File: src/rtl/cpu_pkg.sv
`default_nettype none
// ============================================================================
// Module   : cpu_pkg
// Purpose  : Shared state encoding, opcode/op fields and datapath select codes
//            for the CPU controller.
// Revision : 1.0 - initial release
// ============================================================================
package cpu_pkg;

    localparam int WORD_W = 16;

    typedef logic [2:0] state_t;

    localparam state_t ST_WAIT      = 3'd0;
    localparam state_t ST_DECODE    = 3'd1;
    localparam state_t ST_WRITE_IMM = 3'd2;
    localparam state_t ST_GET_A     = 3'd3;
    localparam state_t ST_GET_B     = 3'd4;
    localparam state_t ST_ALU       = 3'd5;
    localparam state_t ST_WRITE_REG = 3'd6;

    localparam logic [2:0] OPC_MOV = 3'b110;
    localparam logic [2:0] OPC_ALU = 3'b101;

    // op field meaning depends on opcode: MOV uses IMM/REG, ALU uses the rest
    localparam logic [1:0] OP_IMM = 2'b10;
    localparam logic [1:0] OP_REG = 2'b00;
    localparam logic [1:0] OP_ADD = 2'b00;
    localparam logic [1:0] OP_CMP = 2'b01;
    localparam logic [1:0] OP_AND = 2'b10;
    localparam logic [1:0] OP_MVN = 2'b11;

    localparam logic [1:0] ALU_ADD  = 2'b00;
    localparam logic [1:0] ALU_SUB  = 2'b01;
    localparam logic [1:0] ALU_AND  = 2'b10;
    localparam logic [1:0] ALU_NOTB = 2'b11;

    localparam logic VSEL_IMM = 1'b1;
    localparam logic VSEL_C   = 1'b0;

endpackage
`default_nettype wire

File: src/rtl/instr_decoder.sv
`default_nettype none
// ============================================================================
// Module   : instr_decoder
// Purpose  : Splits the instruction register into its fields and produces the
//            sign-extended 8-bit and 5-bit immediates.
// Revision : 1.0 - initial release
// ============================================================================
module instr_decoder
    import cpu_pkg::*;
(
    input  logic [WORD_W-1:0] i_ir,
    output logic [2:0]        o_opcode,
    output logic [1:0]        o_op,
    output logic [2:0]        o_rn,
    output logic [2:0]        o_rd,
    output logic [1:0]        o_sh,
    output logic [2:0]        o_rm,
    output logic [WORD_W-1:0] o_sximm8,
    output logic [WORD_W-1:0] o_sximm5
);

    assign o_opcode = i_ir[15:13];
    assign o_op     = i_ir[12:11];
    assign o_rn     = i_ir[10:8];
    assign o_rd     = i_ir[7:5];
    assign o_sh     = i_ir[4:3];
    assign o_rm     = i_ir[2:0];

    assign o_sximm8 = {{8{i_ir[7]}}, i_ir[7:0]};
    assign o_sximm5 = {{11{i_ir[4]}}, i_ir[4:0]};

endmodule
`default_nettype wire

File: src/rtl/cpu_controller.sv
`default_nettype none
// ============================================================================
// Module   : cpu_controller
// Purpose  : Instruction register and Moore control FSM that sequences the
//            datapath control inputs one state per clock.
// Revision : 1.0 - initial release
// ============================================================================
module cpu_controller
    import cpu_pkg::*;
(
    input  logic              clk,
    input  logic              reset_n,
    input  logic [WORD_W-1:0] in,
    input  logic              load,
    input  logic              s,
    output logic              w,
    output logic [WORD_W-1:0] datapath_in,
    output logic [WORD_W-1:0] aselin,
    output logic [WORD_W-1:0] bselin,
    output logic              vsel,
    output logic [2:0]        writenum,
    output logic [2:0]        readnum,
    output logic              write,
    output logic              loada,
    output logic              loadb,
    output logic              loadc,
    output logic              loads,
    output logic              asel,
    output logic              bsel,
    output logic [1:0]        shift,
    output logic [1:0]        ALUop
);

    state_t            r_state;
    state_t            w_next_state;
    logic [WORD_W-1:0] r_ir;

    logic [2:0] w_opcode;
    logic [1:0] w_op;
    logic [2:0] w_rn;
    logic [2:0] w_rd;
    logic [1:0] w_sh;
    logic [2:0] w_rm;

    logic w_is_mov_imm;
    logic w_is_mov_reg;
    logic w_is_alu;
    logic w_is_cmp;
    logic w_is_mvn;

    instr_decoder u_decoder (
        .i_ir     (r_ir),
        .o_opcode (w_opcode),
        .o_op     (w_op),
        .o_rn     (w_rn),
        .o_rd     (w_rd),
        .o_sh     (w_sh),
        .o_rm     (w_rm),
        .o_sximm8 (datapath_in),
        .o_sximm5 (bselin)
    );

    assign aselin = '0;

    assign w_is_mov_imm = (w_opcode == OPC_MOV) && (w_op == OP_IMM);
    assign w_is_mov_reg = (w_opcode == OPC_MOV) && (w_op == OP_REG);
    assign w_is_alu     = (w_opcode == OPC_ALU);
    assign w_is_cmp     = w_is_alu && (w_op == OP_CMP);
    assign w_is_mvn     = w_is_alu && (w_op == OP_MVN);

    always_ff @(posedge clk) begin
        if (!reset_n) begin
            r_state <= ST_WAIT;
            r_ir    <= '0;
        end else begin
            r_state <= w_next_state;
            if ((r_state == ST_WAIT) && load) begin
                r_ir <= in;
            end
        end
    end

    always_comb begin
        w_next_state = ST_WAIT;
        w            = 1'b0;
        vsel         = VSEL_C;
        writenum     = 3'd0;
        readnum      = 3'd0;
        write        = 1'b0;
        loada        = 1'b0;
        loadb        = 1'b0;
        loadc        = 1'b0;
        loads        = 1'b0;
        asel         = 1'b0;
        bsel         = 1'b0;
        shift        = 2'b00;
        ALUop        = ALU_ADD;

        case (r_state)
            ST_WAIT: begin
                w            = 1'b1;
                w_next_state = s ? ST_DECODE : ST_WAIT;
            end
            ST_DECODE: begin
                // Anything not matched here is illegal and falls back to WAIT
                if (w_is_mov_imm)                 w_next_state = ST_WRITE_IMM;
                else if (w_is_mov_reg || w_is_mvn) w_next_state = ST_GET_B;
                else if (w_is_alu)                 w_next_state = ST_GET_A;
                else                               w_next_state = ST_WAIT;
            end
            ST_WRITE_IMM: begin
                writenum     = w_rn;
                vsel         = VSEL_IMM;
                write        = 1'b1;
                w_next_state = ST_WAIT;
            end
            ST_GET_A: begin
                readnum      = w_rn;
                loada        = 1'b1;
                w_next_state = ST_GET_B;
            end
            ST_GET_B: begin
                readnum      = w_rm;
                loadb        = 1'b1;
                w_next_state = ST_ALU;
            end
            ST_ALU: begin
                shift        = w_sh;
                loadc        = 1'b1;
                asel         = w_is_mov_reg;
                ALUop        = w_is_mov_reg ? ALU_ADD : w_op;
                loads        = w_is_cmp;
                w_next_state = w_is_cmp ? ST_WAIT : ST_WRITE_REG;
            end
            ST_WRITE_REG: begin
                writenum     = w_rd;
                vsel         = VSEL_C;
                write        = 1'b1;
                w_next_state = ST_WAIT;
            end
            default: w_next_state = ST_WAIT;
        endcase

        // Keep datapath registers from committing on the reset edge
        if (!reset_n) begin
            write = 1'b0;
            loada = 1'b0;
            loadb = 1'b0;
            loadc = 1'b0;
            loads = 1'b0;
        end
    end

endmodule
`default_nettype wire

File: config.mk
export PLATFORM = sky130hd
export DESIGN_NAME = cpu_controller
export DESIGN_NICKNAME = d
export VERILOG_FILES = /design/src/rtl/cpu_pkg.sv /design/src/rtl/instr_decoder.sv /design/src/rtl/cpu_controller.sv
export SDC_FILE = /design/constraint.sdc
export NUM_CORES = 1
export LEC_CHECK = 0
export CORE_AREA = 2 2 45 88
export CTS_CLUSTER_DIAMETER = 80
export DETAILED_ROUTE_END_ITERATION = 12
export DIE_AREA = 0 0 47 90
export MAX_ROUTING_LAYER = met4
export PLACE_DENSITY = 0.86
export SYNTH_ARGS = -nofsm -noshare
export SYNTH_HDL_FRONTEND = slang
export SYNTH_SLANG_ARGS = --single-unit
File: constraint.sdc
create_clock -name clk -period 4.4 [get_ports clk]
set_clock_uncertainty 0.15 [all_clocks]
set_input_delay 0.88 -clock clk [delete_from_list [all_inputs] [get_ports clk]]
set_output_delay 0.88 -clock clk [all_outputs]
set_load 0.005 [all_outputs]
==> reports/qor.csv, run 1 <==
metric;value;unit
drcViolationCount;0;
synth_top_area_cell;dfxtp_1;
port_buffers;69;
insertedDiodeCount;0;
yosysSeqAreaShare;0.2844;
synth.mux.area_fraction;0.02245;
fin_crit;3.340;ns
vdd_drop_max;0.1169;mV
root_buffer;clkbuf_8;
min_from;r_ir[10];
syn_to_final_growth;33.77;%
place.gp.congestion;0.8319;
leakage;0.6848;nW
endpoint_kind;primary output;
clkTransAtPathRegs;0.07;ns
dp_cells;252;
die_h;90;µm
firstDrtPassIters;4;
n_fill_cell;388;
period_share;0.7592;
synthTopCellsByArea;dfxtp_1 (28%), buf_4 (28%), nand2_1 (10%);
grt_overflow;0;
fin_cells;256;
yosys_most_used_dff;dfxtp_1;
clkLatencyLatePin;0.26;ns
clk_path_buf_depth;2;
design.final.nets;228;
syn_area;0.001338;mm²
numCtsBuffers;3;
hold_viol_final;0;
wl;3016;µm
synth_compound_area_frac;0.1160;
place_area;0.001743;mm²
viasPerCell;4.547;
critPathLaunchType;primary input;
grt_usage;0.1499;
cts_resized;0;
grt_max_degree;19;
worst_pin_slew;0.7748;ns
synthSimpleGateAreaFrac;0.2563;
cp.required;3.37;ns
grt_antenna_before_repair;0;
core;0.003568;mm²
slew_violations;0;
final_core_util;0.5014;
initial_core_util;0.3748;
die_w;47;µm
grt_pass1_vias;1040;
finish.instance_area;0.001789;mm²
fmax;0.2994;GHz
cts_setup_buffers;0;
worst-setup-path-type;in -> out;
hold_buffers;0;
yosysWarnings;0;
worst_hold_slack;0.3261;ns
synthCells;173;
hpwl;2363;µm
antenna_left;0;
rows;31;
ys_seq_elements;19;
status;complete, no violations;
synth_edf_count;0;
dr.first_iter.drc_count;20;
post_drt_wl_per_cell;11.78;µm
async_reset_ff_frac;0;
cts_htree_levels;1;
met2_usage;0.2591;
drv_cap;0;
top_usage_layer;met2;
rsz0062_at_grt;false;
crit_fanout;18;
clock-sinks;19;
hold_class;reg -> reg;
die_area;0.004230;mm²
setup_viol;0;
grt_pass1_wl;4726;µm
synth.distinct_cells;31;
avgSynthCellArea;7.731;µm²
synthAdderAreaFrac;0;
gr-usage-met1;0.1658;
ios;87;
synthXorXnorAreaFrac;0;
synth_top_family_by_area;buffers and inverters;
cts_tree;built;
relSlewSlack;0.4813;
p_per_area;224.1;mW/mm²
rr_startpoint;r_state[2];
tns;0;ns
use_met3;0.008032;
cp-startpoint;reset_n;
crit_arrival;2.31;ns
num_vias;1164;
yosysTopAreaCellShare;0.2844;
drive_above_1_share;0.02899;
## metrics by stage
step	power, mW	setup slack (ns)
final	0.4009	1.060
after global routing	0.4224	0.9381
after CTS	0.4050	1.045
after detailed placement	0.2842	1.071
after global placement	0.2826	1.068
after floorplan	0.2614	1.989
## area by class of cell
cell class / count / area (µm²) / area share
clock buffers: 3 / 41.29 / 0.02308
clock inverters: 1 / 5.005 / 0.002797
inverters: 3 / 11.26 / 0.006294
multi-input cells: 111 / 591.8 / 0.3308
flip-flops and latches: 19 / 380.4 / 0.2126
well taps: 49 / 61.31 / 0.03427
repair buffers: 70 / 698.2 / 0.3902
## cells in the mapped netlist (2+ instances only)
library cell and instances:
nand4b_1 2, nand2_1 36, and2_1 4, buf_2 4
buf_4 49, inv_1 2, mux2i_1 3, a21oi_1 18
and3b_1 3, nor2_1 7, nor2b_1 4, buf_6 2
dfxtp_1 19, a32o_1 3
## critical path, stage by stage
cell and delay, ns:
clkdlybuf4s50_1 0.53, clkinv_1 0.08, buf_4 0.19, nor2_1 0.12, clkdlybuf4s50_1 0.51
## cell families (layout without fill, tap and decap cells)
kind of cell,count (synthesis),after routing
simple gates,65,65
buf+inv,59,77
compound gates,26,26
flops,19,19
mux,3,3
other cells,1,17
## routing by layer
layer | vias to the layer above | routed length [µm]
li1 | 576 | -
met1 | 527 | 1054
met2 | 59 | 1703
met3 | 2 | 223
met4 | 0 | 36
met5 | - | 0
## path summary, 6_finish.rpt
kind / to / slack [ns] / depth (start not counted)
max reg2reg: r_ir[11] / 2.57 / 3
min: r_ir[10] / 0.33 / 2
max: write / 1.06 / 5
min reg2reg: r_ir[10] / 0.33 / 2
## power breakdown
group / switching (mW) / internal [mW]
registers: 0.0135 / 0.181
clock network: 0.0585 / 0.0629
logic: 0.0312 / 0.0535
total: 0.103 / 0.298
## registers in the layout, indices dropped and copies added (netlist names)
signal   cells
r_ir        16
r_state      3
## cells in the final DEF (no fill, tap or decap), drive strengths merged, types with 4 or more instances in the layout
master,instances
nor2b,4
and2,4
dfxtp,19
nand2,36
conb,17
nor2,7
clkdlybuf4s50,69
a21oi,18
Power figures use the tool's default switching activity.
==> inputs of run 2 (changes only) <==
--- a/config.mk
+++ b/config.mk
@@ -5,12 +5,12 @@
 export SDC_FILE = /design/constraint.sdc
 export NUM_CORES = 1
 export LEC_CHECK = 0
-export CORE_AREA = 2 2 45 88
+export CORE_AREA = 2 2 47 92
 export CTS_CLUSTER_DIAMETER = 80
 export DETAILED_ROUTE_END_ITERATION = 12
-export DIE_AREA = 0 0 47 90
+export DIE_AREA = 0 0 49 94
 export MAX_ROUTING_LAYER = met4
-export PLACE_DENSITY = 0.86
+export PLACE_DENSITY = 0.8
 export SYNTH_ARGS = -nofsm -noshare
 export SYNTH_HDL_FRONTEND = slang
 export SYNTH_SLANG_ARGS = --single-unit
==> constraint.sdc (replaced) <==
create_clock -name clk -period 3.4 [get_ports clk]
set_clock_uncertainty 0.15 [all_clocks]
set_input_delay 0.68 -clock clk [delete_from_list [all_inputs] [get_ports clk]]
set_output_delay 0.68 -clock clk [all_outputs]
set_load 0.005 [all_outputs]
==> reports/qor.csv, run 2 (same netlist as run 1, synthesis figures left out) <==
metric;value;unit;change
grt_pass1_wl;4850;µm;+2.6%
n_fill_cell;420;;+8.2%
cts_setup_buffers;0;;unchanged
final_common_cell;clkdlybuf4s50_1;;
top_usage_layer;met2;;
crit_arrival;2.08;ns;-0.23 ns
grt_max_degree;18;;-1
drcViolationCount;0;;unchanged
largestRegisters;r_ir: 16 flops, r_state: 3 flops;;
ios;87;;unchanged
slew_violations;0;;unchanged
port_buffers;69;;unchanged
p_per_area;291.6;mW/mm²;+30%
cp-startpoint;reset_n;;
die_w;49;µm;+4.3%
core;0.003884;mm²;+8.8%
grt_pass1_vias;1069;;+2.8%
cts_htree_levels;1;;unchanged
antenna_left;0;;unchanged
use_met3;0.01592;;+0.007891
hpwl;2415;µm;+2.2%
drive_above_1_share;0.02899;;unchanged
place.gp.congestion;0.8762;;+5.3%
initial_core_util;0.3444;;-0.03043
setup_viol;0;;unchanged
grt_antenna_before_repair;0;;unchanged
num_vias;1160;;-0.34%
design.final.nets;228;;unchanged
worst_pin_slew;0.8235;ns;+0.04870 ns
root_buffer;clkbuf_8;;
final_core_util;0.4613;;-0.04006
die_h;94;µm;+4.4%
dr.first_iter.drc_count;14;;-30%
hold_buffers;0;;unchanged
fmax;0.3438;GHz;
numCtsBuffers;3;;unchanged
leakage;0.6848;nW;unchanged
drv_cap;0;;unchanged
period_share;0.8555;;
gr-usage-met1;0.1309;;-0.03493
hold_viol_final;0;;unchanged
endpoint_kind;primary output;;
clkTransAtPathRegs;0.08;ns;about the same
firstDrtPassIters;4;;unchanged
grt_usage;0.1395;;-0.01047
worst-setup-path-type;in -> out;;
cts_resized;0;;unchanged
final_cell_mix;clkdlybuf4s50_1 (69), nand2_1 (36), dfxtp_1 (19), a21oi_1 (18), conb_1 (17);;
met2_usage;0.2671;;+0.007991
cp.required;2.57;ns;-0.80 ns
status;complete, no violations;;
dp_cells;254;;+0.79%
wl;3071;µm;+1.8%
tns;0;ns;unchanged
syn_to_final_growth;33.96;%;
critPathLaunchType;primary input;;
largest_reg_flops;16;;unchanged
grt_overflow;0;;unchanged
relSlewSlack;0.4487;;-0.03261
hold_class;reg -> reg;;
post_drt_wl_per_cell;11.90;µm;+1.0%
viasPerCell;4.496;;-1.1%
cts_tree;built;;
insertedDiodeCount;0;;unchanged
vdd_drop_max;0.1586;mV;+36%
crit_fanout;4;;-14
clkLatencyLatePin;0.26;ns;about the same
fin_cells;258;;+0.78%
rsz0062_at_grt;false;;
worst_hold_slack;0.3347;ns;+0.008635 ns
top_register;r_ir;;
clk_path_buf_depth;2;;unchanged
fin_crit;2.909;ns;
die_area;0.004606;mm²;+8.9%
min_from;r_ir[6];;
rows;32;;+3.2%
rr_startpoint;r_state[2];;
clock-sinks;19;;unchanged
## run 2: final timing paths
path | endpoint | slack, ns | cells after the start
worst min register to register | r_ir[6] | 0.33 | 2
worst max register to register | r_ir[11] | 1.57 | 3
worst max-delay path | loada | 0.49 | 5
worst min-delay path | r_ir[6] | 0.33 | 2
## run 2: layer usage
metal	share of wire	vias to the layer above
met3	0.064	4
met2	0.54	61
met1	0.37	521
met4	0.022	0
met5	0	-
li1	-	574
## run 2: critical path, cell delays in order
cell and delay (ns):
clkdlybuf4s50_1 0.53, and3b_1 0.22, nand2_1 0.08, inv_1 0.08, clkdlybuf4s50_1 0.49
## run 2: metrics by stage
step | setup WS, ns | power, mW | instance area (µm²)
after floorplan | 1.389 | 0.3383 | 1398
after global placement | 0.5059 | 0.3655 | 1745
after detailed placement | 0.4952 | 0.3685 | 1745
after CTS | 0.4830 | 0.5313 | 1792
after global routing | 0.3992 | 0.5527 | 1792
final | 0.4912 | 0.5225 | 1792
## run 2: cell type report
cell class / count / area [µm²] / share of cell area
Multi-Input combinational cell: 111 / 591.8 / 0.3303
Timing Repair Buffer: 70 / 698.2 / 0.3897
Tap cell: 51 / 63.81 / 0.03561
Sequential cell: 19 / 380.4 / 0.2123
Clock buffer: 3 / 41.29 / 0.02304
Inverter: 3 / 11.26 / 0.006285
Clock inverter: 1 / 5.005 / 0.002793
## run 2: power by group
part           internal [mW]  switching [mW]  total, mW
combinational         0.0693          0.0407      0.110
clock                 0.0816          0.0792      0.161
sequential             0.234          0.0173      0.252
total                  0.385           0.137      0.522
